--- src/rtl/serial_subtractor.sv ---
// Bit-serial subtractor: DIFF = A - B - bi, one bit per clock, LSB first.
// Latency WIDTH cycles from accepted start to done; start is ignored while busy.
module serial_subtractor #(
    parameter int WIDTH = 4
) (
    input  logic             clk,
    input  logic             rst,
    input  logic             start,
    input  logic [WIDTH-1:0] A,
    input  logic [WIDTH-1:0] B,
    input  logic             bi,
    output logic             busy,
    output logic             done,
    output logic [WIDTH-1:0] DIFF,
    output logic             bo
);

    localparam int CW = $clog2(WIDTH) + 1;

    typedef enum logic [1:0] {
        IDLE  = 2'd0,
        SHIFT = 2'd1,
        DONE  = 2'd2
    } state_t;

    state_t           state;
    state_t           state_nxt;
    logic [WIDTH-1:0] a_sr;
    logic [WIDTH-1:0] b_sr;
    logic [WIDTH-1:0] r_sr;
    logic             br;
    logic [CW-1:0]    cnt;
    logic [WIDTH-1:0] diff_q;
    logic             bo_q;

    logic             a_bit;
    logic             b_bit;
    logic             d_bit;
    logic             br_nxt;
    logic             last_bit;
    logic             accept;
    logic [WIDTH-1:0] r_nxt;

    // Single full-subtractor cell working on the current LSBs
    assign a_bit    = a_sr[0];
    assign b_bit    = b_sr[0];
    assign d_bit    = a_bit ^ b_bit ^ br;
    assign br_nxt   = (~a_bit & b_bit) | (~a_bit & br) | (b_bit & br);
    assign last_bit = (cnt == CW'(WIDTH - 1));
    assign accept   = start && (state != SHIFT);
    assign r_nxt    = {d_bit, r_sr[WIDTH-1:1]};

    always_ff @(posedge clk) begin
        if (rst) begin
            state <= IDLE;
        end else begin
            state <= state_nxt;
        end
    end

    always_comb begin
        state_nxt = state;
        case (state)
            IDLE:    if (start) state_nxt = SHIFT;
            SHIFT:   if (last_bit) state_nxt = DONE;
            DONE:    state_nxt = start ? SHIFT : IDLE;
            default: state_nxt = IDLE;
        endcase
    end

    always_comb begin
        busy = (state == SHIFT);
        done = (state == DONE);
    end

    always_ff @(posedge clk) begin
        if (rst) begin
            a_sr   <= '0;
            b_sr   <= '0;
            r_sr   <= '0;
            br     <= 1'b0;
            cnt    <= '0;
            diff_q <= '0;
            bo_q   <= 1'b0;
        end else if (accept) begin
            a_sr <= A;
            b_sr <= B;
            br   <= bi;
            cnt  <= '0;
        end else if (state == SHIFT) begin
            a_sr <= a_sr >> 1;
            b_sr <= b_sr >> 1;
            r_sr <= r_nxt;
            br   <= br_nxt;
            cnt  <= cnt + 1'b1;
            // The final bit lands straight in the result, so DIFF/bo update with done
            if (last_bit) begin
                diff_q <= r_nxt;
                bo_q   <= br_nxt;
            end
        end
    end

    assign DIFF = diff_q;
    assign bo   = bo_q;

endmodule

--- config.mk ---
export PLATFORM = sky130hd
export DESIGN_NAME = serial_subtractor
export DESIGN_NICKNAME = d
export VERILOG_FILES = /design/src/rtl/serial_subtractor.sv
export SDC_FILE = /design/constraint.sdc
export NUM_CORES = 1
export LEC_CHECK = 0
export CAP_MARGIN = 20
export CORE_MARGIN = 4
export CORE_UTILIZATION = 47
export CTS_CLUSTER_DIAMETER = 100
export CTS_CLUSTER_SIZE = 30
export DETAILED_ROUTE_END_ITERATION = 10
export PLACE_DENSITY = 0.84
export SLEW_MARGIN = 10
export SYNTH_ARGS = -nofsm -noshare
export SYNTH_HDL_FRONTEND = slang
export SYNTH_SLANG_ARGS = --single-unit
--- constraint.sdc ---
create_clock -name clk -period 1.6 [get_ports clk]
set_input_delay 0.24 -clock clk [delete_from_list [all_inputs] [get_ports clk]]
set_output_delay 0.24 -clock clk [all_outputs]
set_load 0.05 [all_outputs]
==> impl_metrics.tcl, run 1 <==
set metrics [dict create \
    insertedDiodeCount 0 \
    ys_seq_area_frac 0.451 \
    required_ns 1.80 \
    status "finished clean" \
    min_path_cells 2 \
    yosys_warnings 0 \
    dr_total_vias 727 \
    grt_max_degree 23 \
    min_period_ns 1.40 \
    vdd_ir_drop_max_mv 0.499 \
    maxCapViolCount 0 \
    track_usage 0.158 \
    antenna_found_initial 0 \
    worst_hold_startpoint "DIFF[2]" \
    worst_pin_slew_ns 0.322 \
    clk_pin_slew_ns 0.11 \
    syn_area_um2 977 \
    finalSetupViolations 0 \
    cts-root-buf "clkbuf_4" \
    endpoint_kind "register" \
    ys_seq_elements 22 \
    hold_path_end "DIFF[2]" \
    fmax_ghz 0.712 \
    dr_wl_met2_um 882 \
    hold_buffers 0 \
    grt_pass1_vias 764 \
    port_buffers 18 \
    fill_cells 189 \
    drtAntennaViolNets 0 \
    cts_tree "done" \
    num_rows 16 \
    arrival_ns 1.60 \
    finClkSkew_ns 0.00364 \
    cts.htree.levels 1 \
    r2r-end "DIFF[0]" \
    drc 0 \
    cts_num_sinks 22 \
    multi_input_area_um2 462 \
    synth_nets 113 \
    crit_path_start_kind "register" \
    rrSetupSlack_ns 0.20 \
    synthCells 98 \
    crit_type "reg2reg" \
    gr-total-overflow 0 \
    slew_headroom 0.785 \
    area_growth_pct 21.4 \
    seq_area_um2 440 \
    cellPowerDensity_nw_per_um2 859 \
    insertion_delay_ns 0.30 \
    rsz0062_at_grt "no" \
    wirelength_mm 1.82 \
    grt_pass1_wl_mm 3.22 \
    routed.top_layer "met4" \
    coreArea_um2 1960 \
    finalHoldViolCount 0 \
    avgRoutedWirePerCell_um 12.8 \
    routed_via_density 5.12 \
    reg2reg_depth 5 \
    fin_tns_setup_ns 0 \
    ctsResizeCount 0 \
    postCtsSetupRepairBufs 0 \
    met1_length_um 820 \
    wl_met3_um 55 \
    die_w_um 53.6 \
    syn_avg_cell_area_um2 9.97 \
    cts_buffer_depth 2 \
    cp_max_fo 8 \
    drive_gt1_frac 0.191 \
    ios 19 \
    start_util 0.498 \
    die_area_um2 2870 \
    drt_first_pass_iters 4 \
    power_leakage_nw 0.461 \
    cts-buffers-inserted 3 \
    holdWs_ns 0.467 \
    nets 132 \
    first_iter_violations 14 \
    gp_congestion 0.715 \
    hold_class "reg2reg" \
    fp.dieH_um 53.6 \
    drv_slew 0 \
    rr_startpoint "cnt[0]" \
    finalCritPeriodShare 0.877 \
    hpwl_mm 1.32 \
    synth_cell_types 24 \
]
[cell type report]
type | count | area share
well taps | 27 | 0.0285
clock buffers | 3 | 0.0190
multi-input cells | 65 | 0.389
flip-flops and latches | 22 | 0.371
inverters | 4 | 0.0148
repair buffers | 21 | 0.177
[layout by cell type, fill, tap and decap left out, drive strengths merged]
cell type	count
a211oi	8
a21oi	10
a2bb2oi	1
a311oi	1
buf	10
clkbuf	3
clkdlybuf4s50	11
dfxtp	22
fa	1
ha	2
inv	4
mux2i	9
nand2	9
nand2b	2
nand3	4
nand3b	3
nor2	10
nor2b	1
nor3	2
or2b	1
or3	1
[cells by family (layout without fill, tap and decap cells)]
| group | count (synthesis) | after routing | share of synthesized area |
|---|---|---|---|
| AO/OA/AOI/OAI | 20 | 20 | 0.166 |
| adder cells (fa/ha/maj) | 3 | 3 | 0.0461 |
| buffers and inverters | 11 | 28 | 0.0768 |
| flip-flops | 22 | 22 | 0.451 |
| multiplexers | 9 | 9 | 0.0922 |
| AND/OR/NAND/NOR | 33 | 33 | 0.168 |
[worst max-delay path by stage]
stage	startpoint	endpoint	slack, ns	cells past startpoint
6_report	cnt[0]	DIFF[0]	0.20	5
5_1_grt	cnt[0]	bo	0.06	5
4_1_cts	cnt[0]	DIFF[0]	0.19	5
3_5_place_dp	start	cnt[2]	0.18	4
3_3_place_gp	start	cnt[2]	0.22	4
2_1_floorplan	state[0]	done	0.32	1
[registers in the layout, indices dropped and copies added (netlist names)]
name   cells
DIFF       4
a_sr       4
b_sr       4
bo         1
br         1
cnt        3
r_sr       3
state      2
[worst max-delay path, stage by stage, from the launching register on]
cell      delay, ns
dfxtp_1        0.38
ha_1           0.17
ha_1           0.34
nand3b_1       0.22
nand2_1        0.12
a21oi_1        0.07
[cells in the mapped netlist]
cell       number  share of area
nor3_1          2          0.010
clkbuf_1        2         0.0077
nand3b_1        3          0.023
a211oi_2        7          0.090
buf_6           4          0.046
a2bb2oi_1       1         0.0090
nor2b_1         1         0.0064
dfxtp_1        22           0.45
a21oi_1        10          0.051
ha_1            2          0.026
nand2b_4        1          0.014
mux2i_1         9          0.092
nand2_1         9          0.035
inv_4           1         0.0064
nand3_1         4          0.020
fa_1            1          0.020
a311oi_1        1         0.0090
buf_2           1         0.0051
nor2_1         10          0.038
or3_1           1         0.0064
a211oi_1        1         0.0077
inv_1           3          0.012
nand2b_1        1         0.0064
or2b_1          1         0.0077
[where the power goes]
part	internal [mW]	leakage [nW]	switching (mW)	total (mW)
Clock	0.0879	0.0138	0.158	0.246
Sequential	0.577	0.180	0.0185	0.595
Combinational	0.0864	0.267	0.0909	0.177
Total	0.751	0.461	0.268	1.02
[through the flow]
step	area [um2]	cells	power, mW	utilization	worst slack [ns]
6_report	1190	142	1.02	0.605	0.196
5_1_grt	1190	142	1.07	0.605	0.0621
4_1_cts	1190	142	1.03	0.605	0.188
3_5_place_dp	1160	139	0.785	0.593	0.178
3_3_place_gp	1160	139	0.778	0.593	0.222
2_1_floorplan	977	98	0.731	-	0.317
[metal layers]
metal | GRT usage | up-vias
li1 | - | 377
met3 | 0.0249 | 5
met2 | 0.257 | 11
met1 | 0.188 | 334
met4 | 0.115 | 0
met5 | 0 | -
Note: power is estimated with default switching activity, not from simulation.
==> run 2, diff against run 1 <==
--- a/config.mk
+++ b/config.mk
@@ -6,12 +6,15 @@
 export NUM_CORES = 1
 export LEC_CHECK = 0
 export CAP_MARGIN = 20
+export CELL_PAD_IN_SITES_DETAIL_PLACEMENT = 2
+export CELL_PAD_IN_SITES_GLOBAL_PLACEMENT = 2
 export CORE_MARGIN = 4
-export CORE_UTILIZATION = 47
+export CORE_UTILIZATION = 31
 export CTS_CLUSTER_DIAMETER = 100
 export CTS_CLUSTER_SIZE = 30
 export DETAILED_ROUTE_END_ITERATION = 10
-export PLACE_DENSITY = 0.84
+export PLACE_DENSITY = 0.77
+export SKIP_LAST_GASP = 1
 export SLEW_MARGIN = 10
 export SYNTH_ARGS = -nofsm -noshare
 export SYNTH_HDL_FRONTEND = slang
==> run 2 against run 1 <==
- first-iteration DRC count increased by 7.1%
- hold slack improved by 0.0050 ns
- clock-buffer cell count increased by 1
- critical path depth decreased by 2
- global-route usage decreased by 3.6 points
- largest power group unchanged
==> impl_metrics.tcl, run 2 (synthesis results as in run 1) <==
set metrics [dict create \
    crit_type "reg2out" \
    routed_via_density 4.62 \
    grt_max_degree 23 \
    cts_tree "done" \
    gp_congestion 0.693 \
    port_buffers 18 \
    fmax_ghz 0.707 \
    hold_class "reg2reg" \
    clk_pin_slew_ns 0.12 \
    finClkSkew_ns 0.00305 \
    ios 19 \
    coreArea_um2 3030 \
    min_period_ns 1.41 \
    num_rows 20 \
    maxCapViolCount 0 \
    grt_pass1_vias 866 \
    grt_pass1_wl_mm 3.94 \
    status "finished clean" \
    rrSetupSlack_ns 0.29 \
    layout_common_cells "22 x dfxtp_1, 11 x clkdlybuf4s50_1, 10 x a21oi_1, 10 x nor2_1" \
    endpoint_kind "output pin" \
    cts_buffer_depth 2 \
    die_w_um 64.1 \
    cp_max_fo 17 \
    finalCritPeriodShare 0.883 \
    ctsResizeCount 0 \
    gr-total-overflow 0 \
    track_usage 0.122 \
    hpwl_mm 1.71 \
    cts_num_sinks 22 \
    die_area_um2 4110 \
    avgRoutedWirePerCell_um 13.9 \
    fin_tns_setup_ns 0 \
    insertedDiodeCount 0 \
    finalHoldViolCount 0 \
    insertion_delay_ns 0.30 \
    cts-root-buf "clkbuf_4" \
    routed.top_layer "met4" \
    drv_slew 0 \
    fill_cells 332 \
    dr_wl_met2_mm 1.11 \
    nets 134 \
    start_util 0.323 \
    crit_path_start_kind "register" \
    worst_hold_startpoint "r_sr[1]" \
    drc 0 \
    drt_first_pass_iters 4 \
    antenna_found_initial 0 \
    required_ns 1.36 \
    r2r-end "DIFF[3]" \
    dr_total_vias 748 \
    rr_startpoint "a_sr[0]" \
    worst_pin_slew_ns 0.190 \
    cts.htree.levels 1 \
    wirelength_mm 2.25 \
    vdd_ir_drop_max_mv 0.363 \
    slew_headroom 0.870 \
    final_util 0.412 \
    drtAntennaViolNets 0 \
    finalSetupViolations 0 \
    hold_buffers 0 \
    rsz0062_at_grt "no" \
    first_iter_violations 15 \
    arrival_ns 1.17 \
    power_leakage_nw 0.483 \
    reg2reg_depth 3 \
    fp.dieH_um 64.1 \
    postCtsSetupRepairBufs 0 \
    min_path_cells 2 \
    met1_length_mm 1.06 \
    cellPowerDensity_nw_per_um2 870 \
    final_common_cell "dfxtp_1" \
    drive_gt1_frac 0.212 \
    cts-buffers-inserted 3 \
    total_power_mw 1.09 \
    wl_met3_um 49 \
    hold_path_end "r_sr[1]" \
    area_growth_pct 27.8 \
    cp-startpoint "state[0]" \
]
==> run 2: cell types whose count changed in the layout (fill, tap and decap cells not counted), sizes merged <==
cell,delta
buf,+2
clkbuf,+1
==> run 2: area by class of cell <==
cell class	count	area [um2]	area share
inverter	4	17.5	0.0140
multi-input combinational	65	462	0.370
timing repair buffer	23	238	0.190
sequential	22	440	0.353
tap	44	55.1	0.0441
clock buffer	4	36.3	0.0291
==> run 2: through the flow <==
stage / cell area [um2] / hold slack (ns) / cells / worst slack (ns)
global placement: 1210 / 0.445 / 158 / 0.249
detailed placement: 1210 / 0.458 / 158 / 0.166
CTS: 1250 / 0.475 / 162 / 0.163
global route: 1250 / 0.503 / 162 / 0.0973
floorplan: 977 / 0.312 / 98 / 0.317
finish: 1250 / 0.472 / 162 / 0.187
==> run 2: how the worst max path moves through the flow <==
| stage | end | slack, ns | cells after the start |
|---|---|---|---|
| 3_3_place_gp | a_sr[2] | 0.25 | 4 |
| 4_1_cts | busy | 0.16 | 3 |
| 2_1_floorplan | done | 0.32 | 1 |
| 3_5_place_dp | a_sr[0] | 0.17 | 4 |
| 5_1_grt | busy | 0.1 | 3 |
| 6_report | busy | 0.19 | 3 |
==> run 2: worst max-delay path: stages (launching register included) <==
cell and delay (ns):
dfxtp_1 0.44, nand2b_4 0.10, inv_4 0.17, buf_12 0.16
==> run 2: per-layer routing <==
layer | GRT usage | vias to the layer above
met3 | 0.0193 | 2
met1 | 0.149 | 358
li1 | - | 378
met2 | 0.212 | 10
met4 | 0.0475 | 0
met5 | 0 | -
==> run 2: report_power, final <==
part / total (mW) / internal, mW / leakage (nW) / switching (mW)
combinational: 0.190 / 0.0923 / 0.282 / 0.0981
clock: 0.300 / 0.139 / 0.0210 / 0.161
sequential: 0.596 / 0.577 / 0.180 / 0.0196
total: 1.09 / 0.808 / 0.483 / 0.279
